<file path="src/rtl/ha_pkg.sv">
// ============================================================================
//  Module : ha_pkg
//  Brief  : Shared width default and per-lane result type for the half adder.
//  Rev    : 1.0
// ============================================================================
`default_nettype none

package ha_pkg;

  localparam int HA_DEFAULT_WIDTH = 1;

  // Lane result: {cout, s} reads directly as the 2-bit sum a + b.
  typedef struct packed {
    logic cout;
    logic s;
  } ha_res_t;

endpackage

`default_nettype wire

</file>
<file path="src/rtl/ha_cell.sv">
// ============================================================================
//  Module : ha_cell
//  Brief  : Purely combinational 1-bit half adder (a, b -> s, cout).
//  Rev    : 1.0
// ============================================================================
`default_nettype none

module ha_cell (
  input  logic a,
  input  logic b,
  output logic s,
  output logic cout
);

  assign s    = a ^ b;
  assign cout = a & b;

endmodule

`default_nettype wire

</file>
<file path="src/rtl/half_adder.sv">
// ============================================================================
//  Module : half_adder
//  Brief  : Registered lane-parallel half adder with valid qualifier and
//           OR-reduced carry flag; one cycle of latency, no inter-lane carry.
//  Rev    : 1.0
// ============================================================================
`default_nettype none

module half_adder
  import ha_pkg::*;
#(
  parameter int WIDTH = HA_DEFAULT_WIDTH
) (
  input  logic             clk,
  input  logic             rst,
  input  logic             in_valid,
  input  logic [WIDTH-1:0] A,
  input  logic [WIDTH-1:0] B,
  output logic             out_valid,
  output logic [WIDTH-1:0] S,
  output logic [WIDTH-1:0] Cout,
  output logic             carry_any
);

  ha_res_t [WIDTH-1:0] lane_res;

  generate
    for (genvar i = 0; i < WIDTH; i++) begin : g_lane
      ha_cell u_cell (
        .a    (A[i]),
        .b    (B[i]),
        .s    (lane_res[i].s),
        .cout (lane_res[i].cout)
      );
    end
  endgenerate

  logic [WIDTH-1:0] sum_w;
  logic [WIDTH-1:0] carry_w;

  logic             valid_d, valid_q;
  logic [WIDTH-1:0] s_d, s_q;
  logic [WIDTH-1:0] cout_d, cout_q;
  logic             carry_any_d, carry_any_q;

  always_comb begin
    sum_w   = '0;
    carry_w = '0;
    for (int i = 0; i < WIDTH; i++) begin
      sum_w[i]   = lane_res[i].s;
      carry_w[i] = lane_res[i].cout;
    end
  end

  // Data registers only load on a valid input so X on idle operands never
  // reaches the outputs.
  always_comb begin
    valid_d     = in_valid;
    s_d         = s_q;
    cout_d      = cout_q;
    carry_any_d = carry_any_q;
    if (in_valid) begin
      s_d         = sum_w;
      cout_d      = carry_w;
      carry_any_d = |carry_w;
    end
  end

  always_ff @(posedge clk) begin
    if (rst) begin
      valid_q     <= 1'b0;
      s_q         <= '0;
      cout_q      <= '0;
      carry_any_q <= 1'b0;
    end else begin
      valid_q     <= valid_d;
      s_q         <= s_d;
      cout_q      <= cout_d;
      carry_any_q <= carry_any_d;
    end
  end

  assign out_valid = valid_q;
  assign S         = s_q;
  assign Cout      = cout_q;
  assign carry_any = carry_any_q;

endmodule

`default_nettype wire

</file>
<file path="config.mk">
export PLATFORM = sky130hd
export DESIGN_NAME = half_adder
export DESIGN_NICKNAME = d
export VERILOG_FILES = /design/src/rtl/ha_pkg.sv /design/src/rtl/ha_cell.sv /design/src/rtl/half_adder.sv
export SDC_FILE = /design/constraint.sdc
export NUM_CORES = 1
export LEC_CHECK = 0
export CAP_MARGIN = 20
export CORE_AREA = 5 5 42 44
export CTS_CLUSTER_SIZE = 28
export DETAILED_ROUTE_END_ITERATION = 8
export DIE_AREA = 0 0 47 49
export SYNTH_ARGS = -nofsm -noshare
export SYNTH_HDL_FRONTEND = slang
export SYNTH_SLANG_ARGS = --single-unit
</file>
<file path="constraint.sdc">
create_clock -name clk -period 1.6 [get_ports clk]
set_input_delay 0.16 -clock clk [delete_from_list [all_inputs] [get_ports clk]]
set_output_delay 0.16 -clock clk [all_outputs]
set_load 0.005 [all_outputs]
</file>
==> reports/summary.txt <==
outcome: completed
DR vias: 113
Total Power: 0.2473 mW
Routed WL: 308 um
buffers and inverters on the worst path: 1
Final Wtd Congestion: 0.6405
clock sink total: 3
Rows: 14
sequential fraction of the synthesis area: 0.5275
Synth Cell Area: 113.9 um^2
Top FF cell, synth: dfxtp_1
Syn. warnings: 0
critical path, cell by cell: clkdlybuf4s50_1
layout cells sized above 1: 0.1429
Final min period: 1.261 ns
gr usage total: 0.03589
global route total overflow: 0
relative slew slack: 0.9145
worst skew pair latency: 0.23 ns
clock root buffer: clkbuf_4
Post-Synthesis Cells: 10
via/cell ratio: 3.054
Yosys cell types: 6
fin crit share: 0.7879
IO Pins: 9
Worst Tran Pin Value: 0.1247 ns
number of synthesized flops with an enable pin: 0
DRC viols: 0
Slew Viols, Final: 0
Worst-path clk slew: 0.04 ns
wire per inst: 8.324 um
Worst Path Arrival: 1.10 ns
Detail Route Antenna Nets: 0
hold crit path type: reg2reg
crit-path max cell delay: 0.52 ns
clock skew: 0 ns
H-tree depth: 1
most frequent cell after synthesis: dfxtp_1
vias in the first global route: 129
fmax: 0.7933 GHz
Final Net Count: 28
Top Family by Delay on Critical Path: buffers and inverters
post-CTS setup buffers: 0
post-DP HPWL: 221.6 um
Setup TNS Final: 0 ns
pin count of the biggest net entering global routing: 4
Synth area leader: dfxtp_1
Core Area: 1401 um^2
global-route wire length before repair: 510 um
drt first pass iters: 2
Synth area leaders: dfxtp_1 53%, mux2i_1 18%, ha_1 11%
Power Density: 1063 nW/um^2
Leak: 0.09477 nW
initial antenna violation count: 0
RSZ-0062 raised after global routing: no
Post-CTS Resized: 0
commonest cells in the netlist: 3 x dfxtp_1, 2 x mux2i_1, 2 x nor2_1
initial core utilization: 0.08125
die area: 2303 um^2
Post-Syn Area per Cell: 11.39 um^2
die width: 47 um
max_cap viols: 0
# hold bufs at CTS: 0
deepest clock path buffer count: 2
CP Max Fanout: 3
worst setup path class: reg2out
P&R area growth vs syn: 104.4%
Final Util: 0.1661
Final setup viols: 0
Async SR Flop Fraction: 0
Synth top area share: 0.5275
maximum vdd drop: 461.2 uV
CP startpoint kind: register
final hold vios: 0
Worst setup EP type: primary output
port bufs: 8
CTS tree: done
Die H: 49 um
post-synth net total: 16
starting DRC count in detailed routing: 3
antenna cells: 0
CTS Buf Count: 3
post-synthesis register bit count: 3
CP required: 1.44 ns
critical path's slowest cell: clkdlybuf4s50_1
-- kinds of logic (layout without fill, tap and decap cells) --
| kind of cell | count (synthesis) | in the layout | synth area share |
|---|---|---|---|
| flip-flops | 3 | 3 | 0.5275 |
| adder cells (fa/ha/maj) | 1 | 1 | 0.1099 |
| multiplexers | 2 | 2 | 0.1758 |
| AND/OR/NAND/NOR | 3 | 3 | 0.1209 |
| buffers and inverters | 1 | 12 | 0.06596 |
-- sequential cells by signal (all words and copies together), names as in the netlist --
| register | flops |
|---|---|
| S | 1 |
| out_valid | 1 |
| carry_any | 1 |
-- through the flow --
step	setup WS, ns	cell area, um^2	hold slack [ns]	std cells
finish	0.3394	232.7	0.4936	37
global placement	0.4294	206.4	0.4814	33
detailed placement	0.4498	206.4	0.4872	33
CTS	0.3111	232.7	0.5066	37
global route	0.2581	232.7	0.5198	37
floorplan	0.9006	113.9	0.2316	10
-- final timing paths --
check | cells after the start | endpoint | slack [ns] | from
max | 1 | Cout | 0.34 | carry_any$_SDFFE_PP0P_
max reg2reg | 2 | carry_any$_SDFFE_PP0P_ | 1.00 | carry_any$_SDFFE_PP0P_
min | 2 | S$_SDFFE_PP0P_ | 0.49 | S$_SDFFE_PP0P_
min reg2reg | 2 | S$_SDFFE_PP0P_ | 0.49 | S$_SDFFE_PP0P_
-- worst reg2reg max path, cell delays in order, from the launching register on --
cell and delay (ns):
dfxtp_1 0.32, mux2i_1 0.13, nor2_1 0.05
-- cell type report --
cell class / instances / area [um^2]
Fill cell: 161 / 1169
Timing Repair Buffer: 8 / 80.08
Sequential cell: 3 / 60.06
Multi-Input combinational cell: 6 / 46.29
Clock buffer: 4 / 26.28
Tap cell: 16 / 20.02
-- layer usage --
| metal | wire [um] | part of all wire | vias to the layer above | GRT usage |
|---|---|---|---|---|
| li1 | - | - | 53 | - |
| met1 | 105 | 0.34 | 51 | 0.02632 |
| met2 | 139 | 0.45 | 9 | 0.04525 |
| met3 | 62 | 0.20 | 0 | 0.05904 |
| met4 | 0 | 0 | 0 | 0.01382 |
| met5 | 0 | 0 | - | 0 |
-- cells in the final DEF (no fill, tap or decap) --
| master | n |
|---|---|
| clkdlybuf4s50_1 | 8 |
| dfxtp_1 | 3 |
| clkbuf_4 | 3 |
| mux2i_1 | 2 |
| nor2_1 | 2 |
| nor2b_1 | 1 |
| ha_1 | 1 |
| clkbuf_1 | 1 |
-- power breakdown --
group	internal (mW)	switching (mW)	total (mW)	leakage, nW
Sequential	0.0795	0.00202	0.0815	0.0248
Combinational	0.0216	0.00870	0.0303	0.0550
Clock	0.0936	0.0418	0.135	0.0150
Power figures use the tool's default switching activity.
